**src/rtl/fetch_pkg.sv**
```systemverilog
// Shared definitions for the Thumb instruction fetch stage: decode-mode encodings,
// the NOP filler instruction and the fetch FSM state type.
package fetch_pkg;
  localparam logic [1:0]  MODE_STALL  = 2'd0;
  localparam logic [1:0]  MODE_NORMAL = 2'd1;
  localparam logic [1:0]  MODE_BRANCH = 2'd2;
  localparam logic [15:0] THUMB_NOP   = 16'hBF00;

  typedef enum logic [1:0] {IDLE, REQ, WAIT} fetch_state_t;
endpackage

```
**src/rtl/fetch_fifo.sv**
```systemverilog
// Halfword prefetch FIFO: accepts 0, 1 or 2 halfwords per cycle (d0 first),
// pops one halfword, and flushes to empty in a single cycle.
module fetch_fifo #(
  parameter int DEPTH = 4
) (
  input  logic                     clk,
  input  logic                     rst,
  input  logic                     flush,
  input  logic [1:0]               push_n,
  input  logic [15:0]              push_d0,
  input  logic [15:0]              push_d1,
  input  logic                     pop,
  output logic [15:0]              head,
  output logic [$clog2(DEPTH):0]   count
);
  localparam int PW = $clog2(DEPTH);

  logic [15:0]   mem [DEPTH];
  logic [PW-1:0] wr_ptr;
  logic [PW-1:0] rd_ptr;

  // Storage carries no reset; only the pointers and count define occupancy.
  always_ff @(posedge clk) begin
    if (!flush && push_n != 2'd0) mem[wr_ptr] <= push_d0;
    if (!flush && push_n == 2'd2) mem[wr_ptr + PW'(1)] <= push_d1;
  end

  always_ff @(posedge clk) begin
    if (rst || flush) begin
      wr_ptr <= '0;
      rd_ptr <= '0;
      count  <= '0;
    end else begin
      wr_ptr <= wr_ptr + PW'(push_n);
      rd_ptr <= rd_ptr + PW'(pop);
      count  <= count + (PW+1)'(push_n) - (PW+1)'(pop);
    end
  end

  assign head = mem[rd_ptr];
endmodule

```
**src/rtl/fetch_unit.sv**
```systemverilog
// Thumb fetch stage: single-outstanding word fetches split into a halfword FIFO,
// steered by the decode mode. Define FETCH_STATS_EN to add bubble/flush counters.
import fetch_pkg::*;

module fetch_unit #(
  parameter logic [31:0] RESET_PC   = 32'h0000_0000,
  parameter int          FIFO_DEPTH = 4
) (
  input  logic        clk,
  input  logic        rst,
  input  logic [1:0]  i_mode,
  input  logic [31:0] i_branch_target,
  output logic        o_imem_req_r,
  output logic [31:0] o_imem_addr_r,
  input  logic        i_imem_gnt,
  input  logic        i_imem_rvalid,
  input  logic [31:0] i_imem_rdata,
  output logic [15:0] o_ir_r,
  output logic        o_ir_valid_r,
  output logic [31:0] o_pc_r
`ifdef FETCH_STATS_EN
  ,
  output logic [31:0] o_bubble_cnt_r,
  output logic [15:0] o_flush_cnt_r
`endif
);
  localparam int            CW  = $clog2(FIFO_DEPTH) + 1;
  localparam logic [CW:0]   LIM = (CW+1)'(FIFO_DEPTH - 2);

  fetch_state_t state, state_nxt;
  logic          stale, stale_nxt;
  logic          drop_first;
  logic          pc_load;
  logic          is_normal, is_branch;
  logic          pop, deliver;
  logic [1:0]    push_n;
  logic [15:0]   push_d0, push_d1, head;
  logic [CW-1:0] count;
  logic [CW:0]   count_after;

  assign is_normal = (i_mode == MODE_NORMAL);
  assign is_branch = (i_mode == MODE_BRANCH);
  assign pop       = is_normal && (count != '0);
  assign deliver   = (state == WAIT) && i_imem_rvalid && !stale && !is_branch;
  assign push_n    = deliver ? (drop_first ? 2'd1 : 2'd2) : 2'd0;
  assign push_d0   = drop_first ? i_imem_rdata[31:16] : i_imem_rdata[15:0];
  assign push_d1   = i_imem_rdata[31:16];
  assign count_after = {1'b0, count} + (CW+1)'(push_n) - (CW+1)'(pop);

  // A branch withdraws the request in the same cycle it is seen.
  assign o_imem_req_r = (state == REQ) && !is_branch;

  fetch_fifo #(.DEPTH(FIFO_DEPTH)) u_fifo (
    .clk     (clk),
    .rst     (rst),
    .flush   (is_branch),
    .push_n  (push_n),
    .push_d0 (push_d0),
    .push_d1 (push_d1),
    .pop     (pop),
    .head    (head),
    .count   (count)
  );

  always_comb begin
    state_nxt = state;
    stale_nxt = stale;
    case (state)
      IDLE:    if ({1'b0, count} <= LIM) state_nxt = REQ;
      REQ:     if (i_imem_gnt) state_nxt = WAIT;
      WAIT: begin
        if (i_imem_rvalid) begin
          stale_nxt = 1'b0;
          state_nxt = (count_after <= LIM) ? REQ : IDLE;
        end
      end
      default: state_nxt = IDLE;
    endcase
    // An in-flight word must still be absorbed before re-requesting.
    if (is_branch) begin
      if (state == WAIT && !i_imem_rvalid) begin
        state_nxt = WAIT;
        stale_nxt = 1'b1;
      end else begin
        state_nxt = REQ;
        stale_nxt = 1'b0;
      end
    end
  end

  always_ff @(posedge clk) begin
    if (rst) begin
      state         <= IDLE;
      stale         <= 1'b0;
      o_imem_addr_r <= {RESET_PC[31:2], 2'b00};
    end else begin
      state <= state_nxt;
      stale <= stale_nxt;
      if (is_branch)
        o_imem_addr_r <= {i_branch_target[31:2], 2'b00};
      else if (state == REQ && i_imem_gnt)
        o_imem_addr_r <= o_imem_addr_r + 32'd4;
    end
  end

  always_ff @(posedge clk) begin
    if (rst) begin
      o_ir_r       <= THUMB_NOP;
      o_ir_valid_r <= 1'b0;
      o_pc_r       <= RESET_PC;
      pc_load      <= 1'b1;
      drop_first   <= RESET_PC[1];
    end else if (is_branch) begin
      o_ir_r       <= THUMB_NOP;
      o_ir_valid_r <= 1'b0;
      o_pc_r       <= i_branch_target;
      pc_load      <= 1'b1;
      drop_first   <= i_branch_target[1];
    end else begin
      if (pop) begin
        o_ir_r       <= head;
        o_ir_valid_r <= 1'b1;
        o_pc_r       <= pc_load ? o_pc_r : o_pc_r + 32'd2;
        pc_load      <= 1'b0;
      end else if (is_normal) begin
        o_ir_r       <= THUMB_NOP;
        o_ir_valid_r <= 1'b0;
      end
      if (deliver) drop_first <= 1'b0;
    end
  end

`ifdef FETCH_STATS_EN
  always_ff @(posedge clk) begin
    if (rst) begin
      o_bubble_cnt_r <= '0;
      o_flush_cnt_r  <= '0;
    end else begin
      if (is_normal && count == '0 && o_bubble_cnt_r != '1)
        o_bubble_cnt_r <= o_bubble_cnt_r + 32'd1;
      if (is_branch && o_flush_cnt_r != '1)
        o_flush_cnt_r <= o_flush_cnt_r + 16'd1;
    end
  end
`endif
endmodule

```
**config.mk**
```make
export PLATFORM = sky130hd
export DESIGN_NAME = fetch_unit
export DESIGN_NICKNAME = d
export VERILOG_FILES = /design/src/rtl/fetch_pkg.sv /design/src/rtl/fetch_fifo.sv /design/src/rtl/fetch_unit.sv
export SDC_FILE = /design/constraint.sdc
export NUM_CORES = 1
export LEC_CHECK = 0
export ABC_AREA = 0
export BUFFER_PORTS_ARGS = -buffer_cell sky130_fd_sc_hd__clkbuf_2
export CELL_PAD_IN_SITES_DETAIL_PLACEMENT = 1
export CELL_PAD_IN_SITES_GLOBAL_PLACEMENT = 2
export CORE_UTILIZATION = 32
export DETAILED_ROUTE_END_ITERATION = 6
export PLACE_DENSITY_LB_ADDON = 0.1
export REMOVE_ABC_BUFFERS = 1
export SLEW_MARGIN = 20
export SYNTH_ARGS = -nofsm -noshare
export SYNTH_HDL_FRONTEND = slang
export SYNTH_SLANG_ARGS = --single-unit
```
**constraint.sdc**
```tcl
create_clock -name clk -period 2.8 [get_ports clk]
set_input_delay 0.28 -clock clk [delete_from_list [all_inputs] [get_ports clk]]
set_output_delay 0.28 -clock clk [all_outputs]
set_load 0.005 [all_outputs]
```
==> flow_metrics.tcl <==
set metrics [dict create \
    outcome "finished clean" \
    final_area_um2 9494 \
    synth_xor_area_share_pct 5.812 \
    cap_violations 0 \
    tritoncts "yes" \
    p_int_w 0.003918 \
    via_per_inst 5.108 \
    ioPinCount 152 \
    synth.top_cell.area_share_pct 25.01 \
    hold_viol 0 \
    period_share_pct 93.69 \
    cp_max_fo 2 \
    p_per_area_nw_per_um2 573.3 \
    grt_pass1_vias 6322 \
    sequentialPowerShare_pct 46.5 \
    cts_hold_buf 0 \
    antenna_cells 0 \
    grt_pass1_wl_um 35290 \
    cp-start-kind "flop" \
    grt_antenna_before_repair 0 \
    cts-buffers-inserted 17 \
    die_h_um 157.0 \
    switchingPower_w 0.001525 \
    fin_nets 928 \
    post_drt_wl_per_cell_um 19.39 \
    async_flop_share_pct 0 \
    clk_pin_slew_ns 0.07 \
    gp_congestion 0.7917 \
    place.port_buffers 149 \
    clockRootBuffer "clkbuf_16" \
    dp_hpwl_um 15950 \
    drt-total-wl_um 22880 \
    synth-edff-count 64 \
    die-area_um2 24640 \
    fp.dieW_um 157.0 \
    syn-cell-area_um2 7685 \
    clkSinkCount 155 \
    synth.distinct_cells 59 \
    finClkSkew_ns 0.01701 \
    cp.required_ns 3.13 \
    setup_ws_ns 0.1767 \
    final_cell_mix "clkbuf_2 (149), dfxtp_1 (90), mux2_2 (64), edfxtp_1 (64), a21oi_1 (53)" \
    cpPeakStageDelay_ns 0.56 \
    rows 56 \
    pre_cts_ws_ns 0.02850 \
    synth_top_family_by_area "simple AND/OR/NAND/NOR gates" \
    final_common_cell "clkbuf_2" \
    place_area_um2 8830 \
    post-route-min-period_ns 2.623 \
    setup-violations-final 0 \
    seq_area_frac_synth_pct 48.71 \
    grt.total_usage_pct 19.24 \
    max_freq_mhz 381.2 \
    clock_latency_ns 0.44 \
    grt_remaining_overflow 0 \
    clockBufferDepth 2 \
    tightest_slew_ns 1.011 \
    slew_violations 0 \
    fin_total_pwr_w 0.005443 \
    yosys.area_share.simple_pct 14.78 \
    cp_cell_sequence "or3_4, nand2_2, inv_2, ha_4, inv_1, ha_2, inv_2, fa_1, inv_1, a21oi_2, a31oi_2, a2111oi_2" \
    hold_class "input pin to flop" \
    peakVddDrop_mv 0.3260 \
    vias 6028 \
    start_util_pct 32.64 \
    cts_htree_levels 4 \
    worstPathArrival_ns 2.95 \
    synthMuxAreaShare_pct 14.46 \
    synthCells 690 \
    synth_compound_area_share_pct 10.84 \
    pwr-share-clk_pct 42.8 \
    dp.cells 1146 \
    yosysWarnings 0 \
    synth-seq-cells 155 \
    drive_gt1_share_pct 37.05 \
    crit_type "flop to flop" \
    drc 0 \
    drt_iter0_drc 197 \
    switching_share_pct 28.01 \
    avgSynthCellArea_um2 11.14 \
    synth_ff_type "dfxtp_1" \
    critPathSlowestCell "fa_1" \
    ant_nets 0 \
    drtPass1Iterations 4 \
    maxSlewHeadroom_pct 32.60 \
    synth_top_area_cell "edfxtp_1" \
    p_leak_nw 3.602 \
    grt_start_max_net_pins 93 \
    final_cells 1180 \
    combPwrFrac_pct 10.7 \
    end_kind "flop" \
    syn_to_final_growth_pct 23.54 \
    yosys-top-cells-area "edfxtp_1 (25%), dfxtp_1 (24%), mux2_2 (9.4%)" \
    synthAdderAreaFrac_pct 1.726 \
    coreArea_um2 23540 \
]
## kinds of logic after synthesis
group           after synthesis
compound gates              132
mux                          83
xor+xnor                     51
fa+ha+maj                    10
other cells                   1
simple gates                203
flops                       155
buf+inv                      55
## synthesized netlist by cell type, types with 6 or more instances
| library cell | number |
|---|---|
| o22ai_1 | 7 |
| nor3_1 | 14 |
| mux4_2 | 16 |
| clkbuf_1 | 20 |
| nand2_1 | 40 |
| inv_1 | 13 |
| o21bai_1 | 25 |
| and2_1 | 9 |
| a21oi_1 | 54 |
| buf_2 | 12 |
| dfxtp_1 | 91 |
| o21ai_0 | 10 |
| a31oi_1 | 6 |
| and4_1 | 9 |
| nand4_1 | 29 |
| nor2_1 | 36 |
| a22oi_1 | 9 |
| xnor2_1 | 13 |
| nand3_1 | 20 |
| and3_1 | 13 |
| ha_1 | 9 |
| xor2_1 | 38 |
| mux2_2 | 64 |
| or3_1 | 7 |
| a211oi_1 | 8 |
| edfxtp_1 | 64 |
## sequential cells by signal (all words and copies together) (netlist names), 2 cells and up
register	cells
u_fifo.wr_ptr	2
state	2
o_ir_r	16
o_imem_addr_r	30
u_fifo.rd_ptr	2
u_fifo.count	3
u_fifo.mem	64
o_pc_r	32
## path summary, 6_finish.rpt
check / from / end / slack, ns / depth (start not counted)
setup reg to reg: u_fifo.count[0] / state[0] / 0.18 / 12
hold / removal: i_branch_target[0] / o_pc_r[0] / 0.09 / 3
setup / recovery: u_fifo.count[0] / state[0] / 0.18 / 12
hold reg to reg: o_ir_valid_r / o_ir_valid_r / 0.46 / 2
## worst max-delay path: cells and delay by family, from the launching register on
family	cells	cell delay, ns
buf+inv	4	0.20
flops	1	0.34
simple gates	2	0.49
fa+ha+maj	3	0.93
compound gates	3	0.56
## power groups by stage
stage	Sequential (W)	Clock (W)	Combinational (W)
2_1_floorplan	0.00257	0	0.000295
3_3_place_gp	0.00257	0	0.000553
3_5_place_dp	0.00258	0	0.000571
4_1_cts	0.00253	0.00240	0.000577
5_1_grt	0.00254	0.00248	0.000645
6_report	0.00253	0.00233	0.000582
## layout make-up
type / count / area (µm²)
multi-input cells: 481 / 3736
well taps: 319 / 399.1
inverters: 13 / 48.80
flip-flops and latches: 155 / 3747
clock inverters: 15 / 158.9
clock buffers: 17 / 425.4
fillers: 2709 / 14050
repair buffers: 180 / 978.4
## metrics by stage
step,hold slack [ns],TNS (ns),utilization (%)
after floorplan,0.3491,-70.53,-
after global placement,0.4452,0,37.51
after detailed placement,0.4625,0,37.51
after CTS,0.07072,0,40.00
after global routing,0.1128,-0.009426,40.33
final,0.09185,0,40.33
## per-layer routing
layer  wire, µm  GRT usage [%]  vias up
met1       9994          23.14     2978
li1           -              -     2904
met3        889          3.717       22
met4        341          6.396        0
met5          0              0        -
met2      11660          34.22      124
## timing repair
| action | in CTS | in global routing |
|---|---|---|
| buffers inserted | 0 | 2 |
| setup endpoints to repair | 1 | 1 |
| gates resized for setup | 1 | 15 |
| pin swaps | 0 | 7 |
No activity file was read; power rests on OpenSTA's default activity.
